`src/rtl/output_bram_stream_reader_if.sv`:
```
// Stream bundle for output_bram_stream_reader: data word, BRAM index,
// valid/ready handshake and end-of-job marker. master drives, slave accepts.
interface output_bram_stream_reader_if #(
  parameter int DW   = 16,
  parameter int ID_W = 4
);
  logic [DW-1:0]   tdata;
  logic [ID_W-1:0] tid;
  logic            tvalid;
  logic            tready;
  logic            tlast;

  modport master (
    output tdata,
    output tid,
    output tvalid,
    output tlast,
    input  tready
  );

  modport slave (
    input  tdata,
    input  tid,
    input  tvalid,
    input  tlast,
    output tready
  );
endinterface

```
`src/rtl/output_bram_stream_reader.sv`:
```
// Drains output BRAM rows via the external read port into a holding
// buffer, then streams the words BRAM 0 first on a valid/ready stream.
// Ports: clk, rst_n (sync, active-low), start/base_addr/num_rows job
// request, busy/done status, ext_read_mode/ext_read_addr_flat to the BRAM
// bank, bram_read_data_flat from it, m = stream master (tdata/tid/tvalid/
// tready/tlast).
module output_bram_stream_reader #(
  parameter int DW        = 16,
  parameter int NUM_BRAMS = 16,
  parameter int O_ADDR_W  = 10,
  parameter int ID_W      = $clog2(NUM_BRAMS)
) (
  input  logic                          clk,
  input  logic                          rst_n,
  input  logic                          start,
  input  logic [O_ADDR_W-1:0]           base_addr,
  input  logic [O_ADDR_W:0]             num_rows,
  output logic                          busy,
  output logic                          done,
  output logic                          ext_read_mode,
  output logic [NUM_BRAMS*O_ADDR_W-1:0] ext_read_addr_flat,
  input  logic [NUM_BRAMS*DW-1:0]       bram_read_data_flat,
  output_bram_stream_reader_if.master   m
);

  typedef enum logic [2:0] {
    S_IDLE,
    S_ISSUE,
    S_CAPT,
    S_SHIFT,
    S_DONE
  } state_t;

  localparam logic [ID_W-1:0] LAST_IDX = ID_W'(NUM_BRAMS - 1);

  state_t state_q;
  state_t state_d;

  logic [O_ADDR_W-1:0] addr_q;
  logic [O_ADDR_W:0]   rows_q;
  logic [ID_W-1:0]     idx_q;
  logic [DW-1:0]       buf_q [NUM_BRAMS];

  logic hs;
  logic row_end;
  logic last_row;
  logic zero_job;

  logic [DW-1:0]   tdata;
  logic [ID_W-1:0] tid;
  logic            tvalid;
  logic            tlast;

  // rows_q counts rows still to send, including the one in flight
  assign hs       = (state_q == S_SHIFT) && m.tready;
  assign row_end  = hs && (idx_q == LAST_IDX);
  assign last_row = (rows_q == (O_ADDR_W+1)'(1));
  assign zero_job = (num_rows == '0);

  always_ff @(posedge clk) begin
    if (!rst_n) begin
      state_q <= S_IDLE;
    end else begin
      state_q <= state_d;
    end
  end

  always_comb begin
    state_d            = state_q;
    busy               = 1'b0;
    done               = 1'b0;
    ext_read_mode      = 1'b0;
    ext_read_addr_flat = '0;
    tvalid             = 1'b0;
    tdata              = '0;
    tid                = '0;
    tlast              = 1'b0;
    unique case (state_q)
      S_IDLE: begin
        if (start) begin
          state_d = zero_job ? S_DONE : S_ISSUE;
        end
      end
      S_ISSUE: begin
        busy               = 1'b1;
        ext_read_mode      = 1'b1;
        ext_read_addr_flat = {NUM_BRAMS{addr_q}};
        state_d            = S_CAPT;
      end
      S_CAPT: begin
        busy               = 1'b1;
        ext_read_mode      = 1'b1;
        ext_read_addr_flat = {NUM_BRAMS{addr_q}};
        state_d            = S_SHIFT;
      end
      S_SHIFT: begin
        busy               = 1'b1;
        ext_read_mode      = 1'b1;
        ext_read_addr_flat = {NUM_BRAMS{addr_q}};
        tvalid             = 1'b1;
        tdata              = buf_q[idx_q];
        tid                = idx_q;
        tlast              = last_row && (idx_q == LAST_IDX);
        if (row_end) begin
          state_d = last_row ? S_DONE : S_ISSUE;
        end
      end
      S_DONE: begin
        done    = 1'b1;
        state_d = S_IDLE;
      end
      default: begin
        state_d = S_IDLE;
      end
    endcase
  end

  assign m.tdata  = tdata;
  assign m.tid    = tid;
  assign m.tvalid = tvalid;
  assign m.tlast  = tlast;

  always_ff @(posedge clk) begin
    if (!rst_n) begin
      addr_q <= '0;
      rows_q <= '0;
      idx_q  <= '0;
      for (int k = 0; k < NUM_BRAMS; k++) begin
        buf_q[k] <= '0;
      end
    end else begin
      unique case (state_q)
        S_IDLE: begin
          if (start && !zero_job) begin
            addr_q <= base_addr;
            rows_q <= num_rows;
          end
        end
        S_CAPT: begin
          // read data for addr_q lands this cycle (1-cycle BRAM latency)
          for (int k = 0; k < NUM_BRAMS; k++) begin
            buf_q[k] <= bram_read_data_flat[k*DW +: DW];
          end
          idx_q <= '0;
        end
        S_SHIFT: begin
          if (hs) begin
            idx_q <= idx_q + 1'b1;
          end
          if (row_end && !last_row) begin
            addr_q <= addr_q + 1'b1;
            rows_q <= rows_q - 1'b1;
          end
        end
        S_ISSUE, S_DONE: begin
        end
        default: begin
        end
      endcase
    end
  end

endmodule

```
`src/flat_wrapper.sv`:
```
// flat-port wrapper written by rule: the top's interface ports become plain ports
module output_bram_stream_reader_flat 
#(
  parameter int DW        = 16,
  parameter int NUM_BRAMS = 16,
  parameter int O_ADDR_W  = 10,
  parameter int ID_W      = $clog2(NUM_BRAMS)
)
  (clk, rst_n, start, base_addr, num_rows, busy, done, ext_read_mode, ext_read_addr_flat, bram_read_data_flat, m_tdata, m_tid, m_tvalid, m_tlast, m_tready);
  output_bram_stream_reader_if #(.DW(DW), .ID_W(ID_W)) m_i ();
  input  logic clk;
  input  logic rst_n;
  input  logic start;
  input  logic [O_ADDR_W-1:0] base_addr;
  input  logic [O_ADDR_W:0] num_rows;
  output logic busy;
  output logic done;
  output logic ext_read_mode;
  output logic [NUM_BRAMS*O_ADDR_W-1:0] ext_read_addr_flat;
  input  logic [NUM_BRAMS*DW-1:0] bram_read_data_flat;
  output wire logic [$bits(m_i.tdata)-1:0] m_tdata;
  output wire logic [$bits(m_i.tid)-1:0] m_tid;
  output wire logic [$bits(m_i.tvalid)-1:0] m_tvalid;
  output wire logic [$bits(m_i.tlast)-1:0] m_tlast;
  input wire logic [$bits(m_i.tready)-1:0] m_tready;
  assign m_tdata = m_i.tdata;
  assign m_tid = m_i.tid;
  assign m_tvalid = m_i.tvalid;
  assign m_tlast = m_i.tlast;
  assign m_i.tready = m_tready;
  output_bram_stream_reader #(.DW(DW), .NUM_BRAMS(NUM_BRAMS), .O_ADDR_W(O_ADDR_W), .ID_W(ID_W)) u_core (.clk(clk), .rst_n(rst_n), .start(start), .base_addr(base_addr), .num_rows(num_rows), .busy(busy), .done(done), .ext_read_mode(ext_read_mode), .ext_read_addr_flat(ext_read_addr_flat), .bram_read_data_flat(bram_read_data_flat), .m(m_i));
endmodule
```
`config.mk`:
```
export PLATFORM = sky130hd
export DESIGN_NAME = output_bram_stream_reader_flat
export DESIGN_NICKNAME = d
export VERILOG_FILES = /design/src/rtl/output_bram_stream_reader_if.sv /design/src/rtl/output_bram_stream_reader.sv /design/src/flat_wrapper.sv
export SDC_FILE = /design/constraint.sdc
export NUM_CORES = 1
export LEC_CHECK = 0
export CORE_MARGIN = 8
export CORE_UTILIZATION = 47
export DETAILED_ROUTE_END_ITERATION = 6
export GPL_TIMING_DRIVEN = 0
export PLACE_DENSITY = 0.81
export SYNTH_ARGS = -nofsm -noshare
export SYNTH_HDL_FRONTEND = slang
export SYNTH_SLANG_ARGS = --single-unit
```
`constraint.sdc`:
```
create_clock -name clk -period 24.9 [get_ports clk]
set_clock_uncertainty 0.2 [all_clocks]
set_input_delay 4.98 -clock clk [delete_from_list [all_inputs] [get_ports clk]]
set_output_delay 4.98 -clock clk [all_outputs]
set_load 0.02 [all_outputs]
```
# [After elaboration in Yosys (flattened, before gate mapping)]
# Memories as Yosys holds them, arrays and structs flattened. A register that Yosys moved wholly into a read port is not among the register bits.
# Cells that the tools add are included.
# W data, S select, Z words.
[totals] reg_bits=28 wordCells=92 inputBits=281 ram_bits=256 memories=1
[memory_table] name="u_core.buf_q" words=16 width=16 read_ports=1 rd_clocked_by_memory_dff=1 write_ports=16 line_no="output_bram_stream_reader.sv:42" source="logic [DW-1:0] buf_q [NUM_BRAMS];"
[op_classes] add_sub_neg=3 reduce_logical=15 n_eq_ne=11 n_mux=42 bitwise=16
[op_table] cell="$mux W16" n=17
[op_table] cell="$mux W160" n=1
[op_table] cell="$mux W11" n=2
[op_table] cell="$pmux W11 S2" n=1
[op_table] cell="$mux W10" n=2
[op_table] cell="$pmux W10 S2" n=1
[op_table] cell="$mux W4" n=4
[op_table] cell="$or A1 B1 Y1" n=16
[op_table] cell="$mux W3" n=4
[op_table] cell="$pmux W3 S4" n=1
[op_table] cell="$eq A11 B1 Y1 const B" n=1
[op_table] cell="$logic_not A11 Y1" n=1
[op_table] cell="$sub A11 B1 Y11 const B" n=1
[op_table] cell="$add A10 B1 Y10 const B" n=1
[op_table] cell="$mux W1" n=8
[op_table] cell="$pmux W4 S2" n=1
[op_table] cell="$eq A3 B2 Y1 const B" n=2
[op_table] cell="$ne A2 B1 Y1 const B" n=3
[op_table] cell="$logic_and A1 B1 Y1" n=5
[op_table] cell="$add A4 B1 Y4 const B" n=1
[op_table] cell="$eq A4 B4 Y1 const B" n=1
[op_table] cell="$ne A2 B2 Y1 const B" n=2
[op_table] cell="$reduce_and A2 Y1" n=2
[op_table] cell="$reduce_bool A2 Y1" n=2
[op_table] cell="other kinds (6)" n=7

# [Longest topological paths before layout]
[depth] word_depth=6 depth_mapped=9

# [Least setup slack after synthesis]
# OpenSTA, ideal clock, no wires.
[synth_path] path_type="register to register" startpoint="register u_core.state_q[1]" endpoint="memory u_core.buf_q[0][0] (enable)" setup_ps=1227 setup_slack_ps=4944 required_time_ps=23473 path_stages_with_launch=5 path_buffers=2 period_less_slack_ps=19956 t_arrival_ps=18528 cell_sequence="dfxtp_1 buf_2 nand2b_1 clkbuf_1 o21ai_0"
[synth_lines] element="start: declaration" line_no="output_bram_stream_reader.sv:36" source="state_t state_q;"
[synth_lines] element="start signal: assignment" line_no="output_bram_stream_reader.sv:64" source="state_q <= state_d;"
[synth_lines] element="end: declaration" line_no="output_bram_stream_reader.sv:42"

==> impl_results.md <==
* Status: finished clean
* CTS Sinks at 288
* Iteration count of the initial detailed-routing pass at 7
* Placer congestion estimate at 0.905
* Clk Tree Root Cell: clkbuf_16
* Overall via count from detail_route at about 10,000
* P_sw at ~0.00036 W
* Die W at 192 um
* Row cnt at 64
* Startpoint types: flip-flop
* Largest net degree at the start of global routing at 33
* Post_cts resized at 0
* Setup WS pre-CTS at 16.44 ns
* Top cell type's share of synthesized area at 52.7%
* H-tree Lvls at 1
* Worst-case clock buffer depth at 3
* Setup Fix Bufs, Post-CTS at 0
* Port bufs at 464
* Antenna viol nets, final at 0
* Count of warnings emitted by yosys at 0
* Initial antenna violation count at 14
* Drt drc at 0
* Final Util at 68.2%
* Fin cells at 2,009
* Worst min path class: reg -> reg
* Post-synthesis async set-or-reset flop share at 0%
* Max-slew violation count at 0
* Vias in the first global route at ~11,000
* Clock transition at the registers of the reported paths at 0.06 ns
* Crit Path Category: reg -> out
* Final WL at ~47,000 um
* Clock Latency Late Sink at between 0.5 and 0.6 ns
* Final Worst Setup Slack at 15.92 ns
* Worst VDD drop at 0.0454 mV
* Layout cell share with drive strength beyond 1 at 19.1%
* CTS buffer count at 30
* Post-synthesis register bit count at 288
* Hold WS at a little under 0.3 ns
* Max Clk Rate at 0.111 GHz
* Synth area leader: edfxtp_1
* Fillers at 2,198
* First-pass GRT wire length at between 60,000 and 70,000 um
* Die height at 192 um
* Post-DP HPWL at 36,700 um
* Syn Inst Count at about 1,100
* Synth Net Count at 1,362
* Seq/Total Area, Yosys at 57.1%
* 1st-iter DRT viols at 898
* Starting density of the core at between 40% and 50%
* Pleak at 7.86 nW
* Minimum clock period at 8.98 ns
* Core Region at 30,600 um^2
* NumNets Final at around 1,900
* Int Power at 0.00100 W
* Final period util at 36.1%
* Slew headroom at 38.2%
* Worst-Margin Slew at 0.924 ns
* Max cap viols at 0
* Hold Violations, Final at 0
* Syn avg cell area at 13.5 um^2
* # hold bufs at CTS at 0
* Total track usage at 24.5%
* Switching share of power at 26.1%
* Top_reg_cell synth: edfxtp_1
* Vias per cell at around 5.2
* Clock Power Share at 31.9%
* Required time of the critical path at 19.72 ns
* Dpl cells at 1,945
* Post-synth cell types at 50
* CTS tree: built
* # IOs at 466
* Synth area leaders: edfxtp_1 53%, and2_1 12%, mux4_2 12%
* Total die area at 36,900 um^2
* P&R area growth vs syn at 43.1%
* WP data arrival at 3.80 ns
* Proportion of power drawn by flip-flops and latches at 45.2%
* Final setup viols at 0
* Post-synth EDFFs at 256
* Synthesized area at about 15,000 um^2
* RSZ-0062 raised after global routing: no
* Worst-path fanout max at 10
* Routed len/inst at 23.5 um
* GRT overflow at 0
* Comb pwr share at roughly 23%
* CP Capture Type: primary output
* PwrDens at 65.1 nW/um^2
worst max-delay path: stages (launching register included):
cell and delay, ns:
dfxtp_1 0.30, clkbuf_1 0.52, clkbuf_1 0.72, mux4_2 0.48
mux4_2 0.47, and2_1 0.16, clkdlybuf4s50_1 0.58
power groups by stage:
stage / logic (W) / clock network [W] / registers (W)
after floorplan: 0.000167 / 0 / 0.000653
after global placement: 0.000300 / 0 / 0.000671
after detailed placement: 0.000313 / 0 / 0.000624
after CTS: 0.000314 / 0.000439 / 0.000614
after global routing: 0.000332 / 0.000458 / 0.000619
final: 0.000312 / 0.000433 / 0.000614
stage by stage:
step                cell area [um^2]  TNS (ns)  total power, W
CTS                            20800         0         0.00137
global route                   20900         0         0.00141
finish                         20900         0         0.00136
detailed placement             19900         0        0.000937
floorplan                      14600         0        0.000819
global placement               19700   -431.97        0.000972
metal layers:
layer / GRT usage (%) / up-vias / wire length [um]
met2: 40.6 / 479 / 23200
met4: 8.99 / 8 / 1630
met3: 5.27 / 94 / 3670
met5: 0 / - / 45
li1: - / 4771 / -
met1: 31.5 / 5097 / 18600
worst paths after layout:
| check | start | end | slack, ns | depth (start not counted) |
|---|---|---|---|---|
| setup / recovery | flip-flop | m_tdata[7] | 15.92 | 6 |
| hold reg to reg | u_core.rows_q[9] | u_core.rows_q[9] | 0.29 | 2 |
| setup reg to reg | u_core.state_q[1] | u_core.buf_q[4][7] | 21.80 | 8 |
| hold / removal | u_core.rows_q[9] | u_core.rows_q[9] | 0.29 | 2 |
sequential cells by signal, summed over array words and instances, names as in the netlist, named ones only:
signal	count
u_core.buf_q	256
u_core.rows_q	11
u_core.addr_q	10
u_core.idx_q	4
u_core.state_q	3
cell usage after synthesis, types with 2 or more instances:
cell	instances
nor3_1	6
dfxtp_1	32
nand2b_1	2
and2_1	289
inv_1	6
nand3_1	20
and4_1	4
a311oi_1	2
ha_1	4
buf_6	6
mux4_2	80
a22oi_1	2
a22o_1	2
a31oi_1	6
buf_2	5
a21oi_1	27
o31ai_1	19
clkbuf_1	49
nor2_1	24
nor4_1	3
o311ai_0	4
a21o_1	2
o21ai_0	12
nand3b_1	3
buf_4	154
nand2_1	28
edfxtp_1	256
and3_1	4
buf_1	5
cell type report:
class                      count  area, um^2  area share, %
antenna                        8        20.0         0.0960
buffer                       219        1450           6.96
clock buffer                  32         779           3.74
clock inverter                24         173          0.828
inverter                       7        26.3          0.126
multi-input combinational    563        4780           22.9
sequential                   288        8330           39.9
tap                          396         495           2.38
timing repair buffer         472        4800           23.0
placed cells by master (no fill, tap or decap), types with 8 or more instances in the layout:
master and n:
clkdlybuf4s50_1 464, and2_1 289, edfxtp_1 256, buf_4 154
mux4_2 80, clkbuf_1 50, dfxtp_1 32, clkbuf_16 31
nand2_1 28, a21oi_1 27, nor2_1 24, nand3_1 20
o31ai_1 19, o21ai_0 11, clkinv_1 11, diode_2 8
buf_12 8
kinds of logic (layout without fill, tap and decap cells):
kind of cell	Yosys count	count (layout)	share of synthesized area [%]
simple gates	393	393	16.1
flops	288	288	57.1
buf+inv	226	754	10.1
compound gates	86	86	3.91
mux	80	80	12.4
fa+ha+maj	4	4	0.343
other cells	0	8	0
(Power assumes the default switching activity.)
